## config.mk

```make
export PLATFORM = sky130hd
export DESIGN_NAME = pll_reconfig_ctrl
export DESIGN_NICKNAME = d
export VERILOG_FILES = /design/src/rtl/pll_ctrl_pkg.sv /design/src/rtl/sync_2ff.sv /design/src/rtl/pll_reconfig_ctrl.sv
export SDC_FILE = /design/constraint.sdc
export NUM_CORES = 1
export LEC_CHECK = 0
export CAP_MARGIN = 25
export CORE_MARGIN = 2
export CORE_UTILIZATION = 40
export CTS_CLUSTER_DIAMETER = 150
export CTS_CLUSTER_SIZE = 25
export DETAILED_ROUTE_END_ITERATION = 8
export SYNTH_ARGS = -nofsm -noshare
export SYNTH_HDL_FRONTEND = slang
export SYNTH_SLANG_ARGS = --single-unit
export TNS_END_PERCENT = 50
```

## constraint.sdc

```tcl
create_clock -name refclk -period 3.4 [get_ports refclk]
set_input_delay 0.34 -clock refclk [delete_from_list [all_inputs] [get_ports refclk]]
set_output_delay 0.34 -clock refclk [all_outputs]
set_load 0.05 [all_outputs]
```

## src/rtl/pll_ctrl_pkg.sv

```systemverilog
// Purpose: shared types and helpers for the rPLL reconfiguration controller.
//   pll_state_e   : sequencing states of the controller
//   DIV_W         : width of one rPLL divider field
//   mode_width()  : width of a mode index for a given preset count (min 1)
//   cnt_width()   : width of a counter that must hold 0..max_val (min 1)
//   gowin_div_enc : static-style divider value -> Gowin dynamic-select encoding
package pll_ctrl_pkg;

    typedef enum logic [2:0] {
        RESET_HOLD,
        WAIT_LOCK,
        STABLE,
        READY,
        FAIL
    } pll_state_e;

    localparam int unsigned DIV_W = 6;

    function automatic int unsigned mode_width(input int unsigned num_modes);
        return (num_modes <= 1) ? 1 : $clog2(num_modes);
    endfunction

    function automatic int unsigned cnt_width(input int unsigned max_val);
        return (max_val == 0) ? 1 : $clog2(max_val + 1);
    endfunction

    // Dynamic divider inputs take 63 - sel, i.e. the bitwise inverse.
    function automatic logic [DIV_W-1:0] gowin_div_enc(input logic [DIV_W-1:0] sel);
        return ~sel;
    endfunction

endpackage

```

## src/rtl/sync_2ff.sv

```systemverilog
// Purpose: two-flop synchronizer for a single asynchronous level signal.
// Ports:
//   clk : destination clock
//   rst : asynchronous active-high reset, clears both flops
//   d_i : asynchronous input
//   q_o : synchronized output (two destination-clock edges of latency)
module sync_2ff (
    input  logic clk,
    input  logic rst,
    input  logic d_i,
    output logic q_o
);

    logic meta_q;
    logic sync_q;

    always_ff @(posedge clk or posedge rst) begin
        if (rst) begin
            meta_q <= 1'b0;
            sync_q <= 1'b0;
        end else begin
            meta_q <= d_i;
            sync_q <= meta_q;
        end
    end

    assign q_o = sync_q;

endmodule

```

## src/rtl/pll_reconfig_ctrl.sv

```systemverilog
// Purpose: run-time controller for the Gowin rPLL dynamic dividers. Selects one
// of NUM_MODES divider presets and sequences PLL reset, lock acquisition, lock
// debounce and timeout, re-acquiring lock automatically after a lock loss.
// Ports:
//   refclk       : controller clock (PLL reference clock)
//   reset        : asynchronous active-high reset
//   mode_sel     : requested preset index
//   mode_req     : single-cycle request strobe
//   req_err      : one-cycle pulse for an out-of-range request
//   active_mode  : preset currently applied
//   busy         : reset/lock sequence in progress
//   ready        : PLL locked and stable on active_mode
//   fail         : lock timeout, sticky until the next accepted request
//   pll_lock_i   : rPLL lock output (asynchronous)
//   pll_reset_o  : rPLL reset
//   fdiv_o/idiv_o/odsel_o : rPLL dynamic divider inputs
module pll_reconfig_ctrl
    import pll_ctrl_pkg::*;
#(
    parameter int unsigned              NUM_MODES           = 2,
    parameter int unsigned              DEFAULT_MODE        = 0,
    parameter logic [DIV_W*NUM_MODES-1:0] FBDIV_TABLE       = {6'd18, 6'd18},
    parameter logic [DIV_W*NUM_MODES-1:0] IDIV_TABLE        = {6'd5, 6'd5},
    parameter logic [DIV_W*NUM_MODES-1:0] ODIV_TABLE        = {6'd8, 6'd8},
    parameter int unsigned              RESET_CYCLES        = 16,
    parameter int unsigned              LOCK_STABLE_CYCLES  = 256,
    parameter int unsigned              LOCK_TIMEOUT_CYCLES = 65536
) (
    input  logic                               refclk,
    input  logic                               reset,
    input  logic [mode_width(NUM_MODES)-1:0]   mode_sel,
    input  logic                               mode_req,
    output logic                               req_err,
    output logic [mode_width(NUM_MODES)-1:0]   active_mode,
    output logic                               busy,
    output logic                               ready,
    output logic                               fail,
    input  logic                               pll_lock_i,
    output logic                               pll_reset_o,
    output logic [DIV_W-1:0]                   fdiv_o,
    output logic [DIV_W-1:0]                   idiv_o,
    output logic [DIV_W-1:0]                   odsel_o
);

    localparam int unsigned MW    = mode_width(NUM_MODES);
    localparam int unsigned RST_W = cnt_width(RESET_CYCLES);
    localparam int unsigned STB_W = cnt_width(LOCK_STABLE_CYCLES);
    localparam int unsigned TMO_W = cnt_width(LOCK_TIMEOUT_CYCLES);

    // Terminal counts: exit RESET_HOLD after RESET_CYCLES+1 edges in the state,
    // the last stable/timeout cycle is the one where the counter holds N-1.
    localparam logic [RST_W-1:0] RST_LAST = RST_W'(RESET_CYCLES);
    localparam logic [STB_W-1:0] STB_LAST = STB_W'(LOCK_STABLE_CYCLES - 1);
    localparam logic [TMO_W-1:0] TMO_LAST = TMO_W'(LOCK_TIMEOUT_CYCLES - 1);

    localparam logic [MW-1:0]    MODE_RST  = MW'(DEFAULT_MODE);
    localparam logic [DIV_W-1:0] FDIV_RST  = gowin_div_enc(FBDIV_TABLE[DIV_W*DEFAULT_MODE +: DIV_W]);
    localparam logic [DIV_W-1:0] IDIV_RST  = gowin_div_enc(IDIV_TABLE[DIV_W*DEFAULT_MODE +: DIV_W]);
    localparam logic [DIV_W-1:0] ODSEL_RST = ODIV_TABLE[DIV_W*DEFAULT_MODE +: DIV_W];

    pll_state_e         state_q, state_d;
    logic [MW-1:0]      active_mode_q, active_mode_d;
    logic [RST_W-1:0]   rst_cnt_q, rst_cnt_d;
    logic [STB_W-1:0]   stb_cnt_q, stb_cnt_d;
    logic [TMO_W-1:0]   tmo_cnt_q, tmo_cnt_d;
    logic [DIV_W-1:0]   fdiv_q, fdiv_d;
    logic [DIV_W-1:0]   idiv_q, idiv_d;
    logic [DIV_W-1:0]   odsel_q, odsel_d;
    logic               pll_reset_q, pll_reset_d;
    logic               busy_q, busy_d;
    logic               ready_q, ready_d;
    logic               fail_q, fail_d;
    logic               req_err_q, req_err_d;
    logic               lock_c;
    logic               sel_valid_c;
    logic               enter_hold;
    int unsigned        tbl_base;

    // Lock synchronizer into the refclk domain.
    sync_2ff u_lock_sync (
        .clk (refclk),
        .rst (reset),
        .d_i (pll_lock_i),
        .q_o (lock_c)
    );

    assign sel_valid_c = (32'(mode_sel) < NUM_MODES);

    // Next-state, counters and registered-output values.
    always_comb begin
        state_d       = state_q;
        active_mode_d = active_mode_q;
        rst_cnt_d     = rst_cnt_q;
        stb_cnt_d     = stb_cnt_q;
        tmo_cnt_d     = tmo_cnt_q;
        fdiv_d        = fdiv_q;
        idiv_d        = idiv_q;
        odsel_d       = odsel_q;
        req_err_d     = 1'b0;
        enter_hold    = 1'b0;
        tbl_base      = 0;

        if (mode_req && sel_valid_c) begin
            // Accepted request aborts whatever is running, even for the same mode.
            active_mode_d = mode_sel;
            state_d       = RESET_HOLD;
            rst_cnt_d     = '0;
            stb_cnt_d     = '0;
            tmo_cnt_d     = '0;
            enter_hold    = 1'b1;
        end else begin
            req_err_d = mode_req;
            unique case (state_q)
                RESET_HOLD: begin
                    if (rst_cnt_q == RST_LAST) begin
                        state_d   = WAIT_LOCK;
                        tmo_cnt_d = '0;
                    end else begin
                        rst_cnt_d = rst_cnt_q + RST_W'(1);
                    end
                end
                WAIT_LOCK: begin
                    if (lock_c) begin
                        state_d   = STABLE;
                        stb_cnt_d = '0;
                    end else if (tmo_cnt_q >= TMO_LAST) begin
                        state_d = FAIL;
                    end else begin
                        tmo_cnt_d = tmo_cnt_q + TMO_W'(1);
                    end
                end
                STABLE: begin
                    // Timeout budget is shared across glitches, so it is not cleared here.
                    if (!lock_c) begin
                        state_d = WAIT_LOCK;
                    end else if (stb_cnt_q == STB_LAST) begin
                        state_d = READY;
                    end else begin
                        stb_cnt_d = stb_cnt_q + STB_W'(1);
                    end
                end
                READY: begin
                    if (!lock_c) begin
                        state_d    = RESET_HOLD;
                        rst_cnt_d  = '0;
                        stb_cnt_d  = '0;
                        tmo_cnt_d  = '0;
                        enter_hold = 1'b1;
                    end
                end
                FAIL: begin
                    state_d = FAIL;
                end
                default: begin
                    state_d    = RESET_HOLD;
                    rst_cnt_d  = '0;
                    enter_hold = 1'b1;
                end
            endcase
        end

        // Dividers only move on entry to RESET_HOLD, while the PLL is held in reset.
        if (enter_hold) begin
            tbl_base = DIV_W * 32'(active_mode_d);
            fdiv_d   = gowin_div_enc(FBDIV_TABLE[tbl_base +: DIV_W]);
            idiv_d   = gowin_div_enc(IDIV_TABLE[tbl_base +: DIV_W]);
            odsel_d  = ODIV_TABLE[tbl_base +: DIV_W];
        end

        pll_reset_d = (state_d == RESET_HOLD) || (state_d == FAIL);
        busy_d      = (state_d == RESET_HOLD) || (state_d == WAIT_LOCK) || (state_d == STABLE);
        ready_d     = (state_d == READY);
        fail_d      = (state_d == FAIL);
    end

    // State, counters and output registers.
    always_ff @(posedge refclk or posedge reset) begin
        if (reset) begin
            state_q       <= RESET_HOLD;
            active_mode_q <= MODE_RST;
            rst_cnt_q     <= '0;
            stb_cnt_q     <= '0;
            tmo_cnt_q     <= '0;
            fdiv_q        <= FDIV_RST;
            idiv_q        <= IDIV_RST;
            odsel_q       <= ODSEL_RST;
            pll_reset_q   <= 1'b1;
            busy_q        <= 1'b1;
            ready_q       <= 1'b0;
            fail_q        <= 1'b0;
            req_err_q     <= 1'b0;
        end else begin
            state_q       <= state_d;
            active_mode_q <= active_mode_d;
            rst_cnt_q     <= rst_cnt_d;
            stb_cnt_q     <= stb_cnt_d;
            tmo_cnt_q     <= tmo_cnt_d;
            fdiv_q        <= fdiv_d;
            idiv_q        <= idiv_d;
            odsel_q       <= odsel_d;
            pll_reset_q   <= pll_reset_d;
            busy_q        <= busy_d;
            ready_q       <= ready_d;
            fail_q        <= fail_d;
            req_err_q     <= req_err_d;
        end
    end

    assign req_err     = req_err_q;
    assign active_mode = active_mode_q;
    assign busy        = busy_q;
    assign ready       = ready_q;
    assign fail        = fail_q;
    assign pll_reset_o = pll_reset_q;
    assign fdiv_o      = fdiv_q;
    assign idiv_o      = idiv_q;
    assign odsel_o     = odsel_q;

endmodule

```

## Word level (Yosys, flattened, before mapping)

Cells that the tools add are included.

- Add/sub/neg operators: 3
- $mul: 1
- Order comparisons: 1
- Equality and inequality tests: 19
- Shift-type cells: 3
- Multiplexer cells: 28
- Bitwise logic cells: 2
- Reduce and logical (&&, ||, !) cells: 12

Operator list:

| cell | number |
|---|---|
| 2-to-1 mux 17 bit | 5 |
| one-hot mux 17 bit (3 select lines) | 1 |
| 2-to-1 mux 9 bit | 5 |
| indexed part select 12 x 5 -> 6 bit, first input constant | 3 |
| one-hot mux 9 bit (3 select lines) | 1 |
| 2-to-1 mux 3 bit | 7 |
| != test 3 bit, second input constant | 6 |
| adder 17 x 1 -> 17 bit, second input constant | 1 |
| >= comparator 17 x 16 -> 1 bit, second input constant | 1 |
| 2-to-1 mux 5 bit | 3 |
| one-hot mux 3 bit (5 select lines) | 1 |
| one-hot mux 5 bit (3 select lines) | 1 |
| == test 3 x 2 -> 1 bit, second input constant | 4 |
| NOT 6 bit | 2 |
| AND reduction 5 bit | 2 |
| adder 9 x 1 -> 9 bit, second input constant | 1 |
| == test 9 x 8 -> 1 bit, second input constant | 1 |
| nonzero test 4 bit | 2 |
| == test 3 x 1 -> 1 bit, second input constant | 2 |
| == test 3 bit, second input constant | 2 |
| zero test 3 bit | 2 |
| != test 3 x 2 -> 1 bit, second input constant | 2 |
| adder 5 x 1 -> 5 bit, second input constant | 1 |
| == test 5 bit, second input constant | 1 |
| other kinds (8) | 12 |

- Flip-flop bits (word level): 59
- Input bits: 5
- Output and inout port bits: 24

## Logic depth before layout (Yosys ltp)

Gate-level depths: netlist of run 1.

- Depth in word-level cells: 8
- Gate-level depth with buffers: 11
- Gate-level depth less buffers: 10

## By module

Synthesis of run 1 repeated with hierarchy kept, for this count alone.

- Cells, all modules: 257
- Area, all modules: 2353.5 um^2

Modules (own cells, without submodules):

| module | instances | cells each | area an instance (um^2) | sequential area each (um^2) |
|---|---|---|---|---|
| pll_reconfig_ctrl | 1 | 254 | 2299.7 | 978.4 |
| sync_2ff | 1 | 3 | 53.8 | 50.0 |

## Worst setup path after synthesis of run 1

Ideal clock, no wire load.

- Path type: register to register
- Start: register tmo_cnt_q[0]
- End: register tmo_cnt_q[10]
- Data arrival time: 2.538 ns
- Required time: 3.322 ns
- Path slack: 0.784 ns
- Cell stages (with the launch flop): 12
- Clock period less this slack: 2.616 ns
- Path through: dfrtp_1 ha_1 nand2_1 or3_1 nor3_1 ha_1 or3_1 buf_2 or4_1 buf_2 or3_1 a21oi_1

- Word-level cells in the longest chain between the ends: 5
- Elaborated cells between the ends (all ways): 8

RTL lines:

| element | RTL line | RTL |
|---|---|---|
| from (decl) | pll_reconfig_ctrl.sv:65 | `logic [TMO_W-1:0] tmo_cnt_q, tmo_cnt_d;` |
| from (signal assigned) | pll_reconfig_ctrl.sv:197 | `tmo_cnt_q <= tmo_cnt_d;` |
| adder 17 x 1 -> 17 bit | pll_reconfig_ctrl.sv:129 | `tmo_cnt_d = tmo_cnt_q + TMO_W'(1);` |
| 2-to-1 mux 17 bit | pll_reconfig_ctrl.sv:126 | `end else if (tmo_cnt_q >= TMO_LAST) begin` |
| 2-to-1 mux 17 bit | pll_reconfig_ctrl.sv:123 | `if (lock_c) begin` |
| one-hot mux 17 bit (3 select lines) | pll_reconfig_ctrl.sv:113 | `unique case (state_q)` |
| 2-to-1 mux 17 bit | pll_reconfig_ctrl.sv:103 | `if (mode_req && sel_valid_c) begin` |

Parallel ways exist; a longest one is shown, timed or not. The select of a mux whose other input is x is not followed.
A chain may end at the register's enable or synchronous reset.

## Worst setup path in the final report of run 1

- Start: register tmo_cnt_q[0]
- End: register tmo_cnt_q[14]

The elaborated chain is that of the path after synthesis.

==> results of run 1 <==
==> registers in the layout (all words and copies together) (netlist names) <==
name,cells
tmo_cnt_q,17
stb_cnt_q,9
rst_cnt_q,5
state_q,3
active_mode,1
busy,1
fail,1
pll_reset_o,1
ready,1
u_lock_sync.meta_q,1
u_lock_sync.q_o,1
==> final cells by class <==
class	instances	share of cell area
multi-input combinational	201	0.460
sequential	41	0.402
timing repair buffer	14	0.0499
clock buffer	7	0.0377
tap	72	0.0352
inverter	9	0.0132
clock inverter	1	0.00196
==> power by group through the flow <==
stage	clock network, uW	registers (uW)	logic, uW
finish	359	498	99.5
global route	394	499	109
CTS	368	498	100
detailed placement	0	508	100
global placement	0	507	98.4
floorplan	0	511	93.5
==> kinds of logic (layout without fill, tap and decap cells) <==
family / after synthesis / in the layout / share of synthesized area
other: 2 / 19 / 0.00319
buffers and inverters: 37 / 31 / 0.0909
AOI/OAI and AO/OA: 55 / 55 / 0.141
DFF: 41 / 41 / 0.437
xor gates and xnor gates: 6 / 6 / 0.0223
muxes: 2 / 2 / 0.00904
and+or+nand+nor: 113 / 113 / 0.264
adders and majority gates: 6 / 6 / 0.0319
==> worst reg2reg max path: cells and delay by family, from the launching register on <==
family          cells  cell delay, ns
compound gates      1            0.15
fa+ha+maj           2            0.46
flops               1            0.44
simple gates        6            1.72
==> Yosys cell counts (2+ instances only) <==
master / n / area (um2)
or4_1: 3 / 22.5
clkbuf_1: 6 / 22.5
buf_2: 3 / 15.0
and2_1: 2 / 12.5
nor3_1: 3 / 15.0
buf_4: 19 / 143
or3b_1: 2 / 17.5
nand2b_1: 3 / 18.8
or3_1: 11 / 68.8
inv_1: 9 / 33.8
nor4_1: 4 / 25.0
or2_2: 2 / 12.5
nor3b_1: 2 / 15.0
nand3b_1: 3 / 22.5
nand3_1: 9 / 45.0
a21oi_1: 13 / 65.1
and3_1: 6 / 37.5
o32ai_1: 2 / 17.5
dfrtp_1: 39 / 976
nand2_1: 20 / 75.1
ha_1: 6 / 75.1
nand4_1: 4 / 25.0
dfstp_2: 2 / 52.6
and4_1: 2 / 17.5
conb_1: 2 / 7.51
nor2_1: 25 / 93.8
o31ai_1: 6 / 45.0
o21ai_0: 23 / 115
nor4b_1: 2 / 17.5
nor2b_1: 4 / 25.0
xnor2_1: 5 / 43.8
==> metal layers <==
metal | global-route usage | vias to the layer above
met3 | 0.0427 | 5
met2 | 0.230 | 28
li1 | - | 916
met4 | 0.0576 | 0
met5 | 0 | -
met1 | 0.206 | 875
==> per-stage QoR <==
step	setup slack (ns)	hold WS (ns)
after floorplan	0.784	0.331
after global placement	0.663	0.333
after detailed placement	0.596	0.336
after CTS	0.571	0.355
after global routing	0.374	0.371
final	0.557	0.352
==> how the worst min path moves through the flow <==
stage | slack, ns | from | to | cells after the start
4_1_cts | 0.36 | u_lock_sync.meta_q$_DFF_PP0_ | u_lock_sync.q_o$_DFF_PP0_ | 0
3_5_place_dp | 0.34 | u_lock_sync.meta_q$_DFF_PP0_ | u_lock_sync.q_o$_DFF_PP0_ | 0
2_1_floorplan | 0.33 | u_lock_sync.meta_q$_DFF_PP0_ | u_lock_sync.q_o$_DFF_PP0_ | 0
3_3_place_gp | 0.33 | u_lock_sync.meta_q$_DFF_PP0_ | u_lock_sync.q_o$_DFF_PP0_ | 0
5_1_grt | 0.37 | u_lock_sync.meta_q$_DFF_PP0_ | u_lock_sync.q_o$_DFF_PP0_ | 0
6_report | 0.35 | u_lock_sync.meta_q$_DFF_PP0_ | u_lock_sync.q_o$_DFF_PP0_ | 0
==> summary.md, run 1 <==
| Metric | Value |
|---|---|
| RR Startpoint | `tmo_cnt_q[0]$_DFFE_PP0P_` |
| Area after DPL | `between 2000 and 2500 um2` |
| Yosys cell types | `51` |
| Fin area | `between 2000 and 3000 um2` |
| CP Data Required Time | `3.62 ns` |
| Pwr Density | `374 nW/um2` |
| Cts bufs inserted | `5` |
| CTS Sinks | `41` |
| Final hold vios | `0` |
| Initial antenna violation count | `0` |
| Crit path depth | `9` |
| Level count of the clock H-tree | `2` |
| P_leak | `between 0.001 and 0.0015 uW` |
| Final GP Congestion | `about 0.8` |
| # rows | `27` |
| Worst-margin pin slew | `0.724 ns` |
| Most used cell, CP | `or3_1` |
| Worst path top cell family by delay | `simple AND/OR/NAND/NOR gates` |
| Seq. cell area | `a little over 1000 um2` |
| CTS Hold Bufs | `0` |
| Die height | `around 81 um` |
| Average routed wire per standard cell | `roughly 13 um` |
| I/O Buffers | `9` |
| Cell Int Power | `between 600 and 700 uW` |
| Max_cap viols | `0` |
| Synthesized area | `2350 um2` |
| Initial Util | `0.420` |
| Unrepaired setup endpoints after global routing | `no` |
| Syn Area/Cell | `8.98 um2` |
| Flop2flop setup slack | `roughly 0.56 ns` |
| Worst-skew pair later-pin latency | `around 0.30 ns` |
| Setup crit end kind | `flop` |
| Chip Width | `slightly above 80 um` |
| Vias in the first global route | `between 1500 and 2000` |
| DR vias/cell | `5.29` |
| Die Area | `between 6000 and 7000 um2` |
| Post-Synthesis Cells | `~260` |
| Met3 wire length | `approximately 160 um` |
| Async S/R FF share, synth | `1.00` |
| Final net count | `around 280` |
| Worst R2R Path Depth | `9` |
| Final Critical Period | `2.84 ns` |
| Fin crit share | `0.836` |
| Commonest non-fill, non-tap cell in the layout | `dfrtp_1` |
| Post-synthesis sequential area ratio | `0.437` |
| Status | `completed` |
| Core ar. | `~5600 um2` |
| Layout cells sized above 1 | `0.0769` |
| Yosys reg bits | `41` |
| Uppermost layer routed | `met4` |
| DR vias | `1824` |
| Router iterations before antenna repair | `4` |
| Clock transition at path regs | `0.08 ns` |
| GRT Util Overall | `0.152` |
| Synth warn | `0` |
| M1 wire length | `2250 um` |
| Area occupied by multi-input gates | `about 1200 um2` |
| Root Driver | `clkbuf_8` |
| Switching pwr | `roughly 260 uW` |
| Final Non-Filler Cells | `between 300 and 400` |
| Critical Path Max Stage Delay | `0.66 ns` |
| Commonest non-fill, non-tap cells in the layout | `dfrtp_1 (39), nor2_1 (25), o21ai_0 (23)` |
| Primary FF master, synth | `dfrtp_1` |
| CP Buf/Inv Count | `0` |
| Residual DRC | `0` |
| Hpwl dp | `around 3300 um` |
| Slowest CP cell | `or4_1` |
| Combinational power share | `0.104` |
| Iter 0 DRT Violations | `90` |
| CTS tree | `yes` |
| Worst Hold Class | `reg2reg` |
| I/O pin count | `29` |
| First-pass GRT wire length | `approximately 7600 um` |
| Cells after DPL | `337` |
| Sequential power share | `0.521` |
| Worst-path fanout max | `9` |
| Antenna Cells | `0` |
| Largest net degree at the start of global routing | `22` |
| Relative slew margins | `0.514` |
| Total power | `957 uW` |
| Metal2 WL | `2110 um` |
| Filler instances | `560` |
| Core Util, Final | `0.456` |
| Crit Path Class | `reg2reg` |
| # setup viols final | `0` |
| EDFF count, synth | `0` |
| Post-CTS setup buffer count | `0` |
| Post-CTS Resized | `0` |
| Peak supply drop | `between 0.00015 and 0.0002 V` |
| Count of pins over their slew limit | `0` |
| Worst Setup EP | `tmo_cnt_q[14]$_DFFE_PP0P_` |
| Final TNS setup | `0 ns` |
| Sw Share | `0.273` |
| Max Fclk | `352 MHz` |
| Critical Path Start | `tmo_cnt_q[0]$_DFFE_PP0P_` |
| Crit path arrival time | `about 3.1 ns` |
| Layout Area Growth over Synthesis | `8.61%` |
| ANT nets after route | `0` |
| CP Cell Sequence | `ha_1 > nand2_1 > or3_1 > nor3_1 > ha_1 > or3_1 > or4_1 > or3_1 > a21oi_1` |
| Critical path startpoint category | `flop` |
| Critical R2R Capture | `tmo_cnt_q[14]$_DFFE_PP0P_` |
| DRT Wirelength | `4580 um` |
| GRT overflow | `0` |
| Clock power frac | `0.375` |
| Final setup skew | `0.00450 ns` |
| Max clock buf depth | `2` |
Note: power is estimated with default switching activity, not from simulation.
==> run 2, diff against run 1 <==
- clock period: 3.4 -> 2.7 ns (I/O delays scaled with it)
==> summary.md, run 2 (synthesized netlist as in run 1, its figures left out) <==
| Metric | Value |
|---|---|
| Core Util, Final | `0.475` |
| Final GP Congestion | `0.777` |
| Average routed wire per standard cell | `~13 um` |
| Largest net degree at the start of global routing | `18` |
| CP Cell Sequence | `ha_1 > nand2_1 > or3_4 > nor3_1 > ha_1 > or3_4 > or3_4 > or4_1 > a21oi_1` |
| Leading registers by flop count | `tmo_cnt_q: 17 flops, stb_cnt_q: 9 flops, rst_cnt_q: 5 flops` |
| Vias in the first global route | `1840` |
| Crit path depth | `9` |
| Unrepaired setup endpoints after global routing | `yes` |
| Relative slew margins | `0.556` |
| Hold Slack | `roughly 0.23 ns` |
| Filler instances | `a little under 600` |
| Layout cells sized above 1 | `0.125` |
| CTS Sinks | `approximately 40` |
| Crit path arrival time | `between 2 and 3 ns` |
| ANT nets after route | `0` |
| Die Area | `approximately 6500 um2` |
| Die height | `80.7 um` |
| Sw Share | `0.263` |
| I/O pin count | `29` |
| RR Startpoint | `tmo_cnt_q[0]$_DFFE_PP0P_` |
| # rows | `27` |
| Seq. cell area | `around 1000 um2` |
| Max clock buf depth | `2` |
| Combinational power share | `0.112` |
| Post-CTS setup buffer count | `0` |
| Final hold vios | `0` |
| Final net count | `290` |
| CP Data Required Time | `just under 3 ns` |
| Clock power frac | `0.365` |
| Worst R2R Path Depth | `9` |
| Chip Width | `approximately 81 um` |
| Final TNS setup | `0 ns` |
| Biggest register | `tmo_cnt_q` |
| Antenna Cells | `0` |
| Flop2flop setup slack | `0.15 ns` |
| Clock transition at path regs | `0.08 ns` |
| P_leak | `between 0.001 and 0.0015 uW` |
| Critical path startpoint category | `flop` |
| Post-CTS Resized | `0` |
| Worst Hold Class | `in2async` |
| Layout Area Growth over Synthesis | `13.1%` |
| Area after DPL | `about 2500 um2` |
| Pwr Density | `between 400 and 500 nW/um2` |
| Commonest non-fill, non-tap cells in the layout | `dfrtp_1 (39), nor2_1 (25), o21ai_0 (23)` |
| Max_cap viols | `0` |
| Status | `completed` |
| Max Fclk | `slightly below 400 MHz` |
| Iter 0 DRT Violations | `42` |
| Most used cell, CP | `or3_4` |
| Router iterations before antenna repair | `4` |
| CTS Hold Bufs | `0` |
| Max FFs per register | `17` |
| First-pass GRT wire length | `approximately 8300 um` |
| Slowest CP cell | `or4_1` |
| Critical Path Max Stage Delay | `approximately 0.47 ns` |
| CTS tree | `yes` |
| DR vias | `around 1900` |
| Residual DRC | `0` |
| Fin crit share | `0.944` |
| Worst-path fanout max | `6` |
| Cell Int Power | `883 uW` |
| GRT overflow | `0` |
| Critical Path Start | `tmo_cnt_q[0]$_DFFE_PP0P_` |
| Switching pwr | `around 320 uW` |
| Worst-margin pin slew | `0.661 ns` |
| Crit Path Class | `reg2reg` |
| Cts bufs inserted | `5` |
| Peak supply drop | `around 0.00026 V` |
| Final setup skew | `0.00412 ns` |
| DR vias/cell | `approximately 5.3` |
| Critical R2R Capture | `tmo_cnt_q[6]$_DFFE_PP0P_` |
| Initial Util | `0.420` |
| Sequential power share | `0.523` |
| Level count of the clock H-tree | `2` |
| Worst path top cell family by delay | `simple AND/OR/NAND/NOR gates` |
| Area occupied by multi-input gates | `around 1200 um2` |
| Final Critical Period | `2.55 ns` |
| CP Buf/Inv Count | `0` |
| Core ar. | `about 5600 um2` |
| Commonest non-fill, non-tap cell in the layout | `dfrtp_1` |
| Root Driver | `clkbuf_8` |
| DRT Wirelength | `about 4600 um` |
| I/O Buffers | `9` |
| GRT Util Overall | `0.163` |
| Worst Setup EP | `tmo_cnt_q[6]$_DFFE_PP0P_` |
| Setup crit end kind | `flop` |
| Fin area | `2660 um2` |
| # setup viols final | `0` |
| Count of pins over their slew limit | `0` |
| Worst-skew pair later-pin latency | `~0.29 ns` |
| Initial antenna violation count | `0` |
| Hpwl dp | `roughly 3400 um` |
-- run 2: cell types whose count changed in the layout (fill, tap and decap cells not counted), sizes merged --
cell  change
buf       +7
-- run 2: layout make-up --
type | count | area share
multi-input cells | 201 | 0.454
repair buffers | 21 | 0.0752
clock inverters | 1 | 0.00188
well taps | 72 | 0.0339
flip-flops and latches | 41 | 0.386
clock buffers | 7 | 0.0362
inverters | 9 | 0.0127
-- run 2: through the flow --
stage,cells,total power [uW],setup WS (ns)
after floorplan,279,761,0.0841
after global placement,343,767,0.0847
after detailed placement,344,773,0.0328
after CTS,352,1220,0.0141
after global routing,352,1260,-0.0380
final,352,1200,0.150
-- run 2: worst reg2reg max path: stages, from the launching register on --
cell,delay [ns]
dfrtp_1,0.38
ha_1,0.22
nand2_1,0.10
or3_4,0.13
nor3_1,0.05
ha_1,0.21
or3_4,0.37
or3_4,0.39
or4_1,0.47
a21oi_1,0.15
-- run 2: power by group through the flow --
stage,clock [uW],combinational (uW),sequential [uW]
2_1_floorplan,0,118,643
3_3_place_gp,0,128,639
3_5_place_dp,0,134,639
4_1_cts,459,134,627
5_1_grt,481,147,629
6_report,437,134,627
-- run 2: worst min-delay path by stage --
stage,cells after the start,from,endpoint
3_3_place_gp,0,u_lock_sync.meta_q$_DFF_PP0_,u_lock_sync.q_o$_DFF_PP0_
2_1_floorplan,0,pll_lock_i,u_lock_sync.meta_q$_DFF_PP0_
4_1_cts,2,reset,tmo_cnt_q[11]$_DFFE_PP0P_
6_report,2,reset,tmo_cnt_q[11]$_DFFE_PP0P_
5_1_grt,2,reset,tmo_cnt_q[11]$_DFFE_PP0P_
3_5_place_dp,0,u_lock_sync.meta_q$_DFF_PP0_,u_lock_sync.q_o$_DFF_PP0_
-- run 2: routing by layer --
| layer | share of wire | track usage |
|---|---|---|
| met5 | 0 | 0 |
| met4 | 0.022 | 0.0644 |
| met3 | 0.027 | 0.0348 |
| met2 | 0.46 | 0.271 |
| met1 | 0.49 | 0.208 |
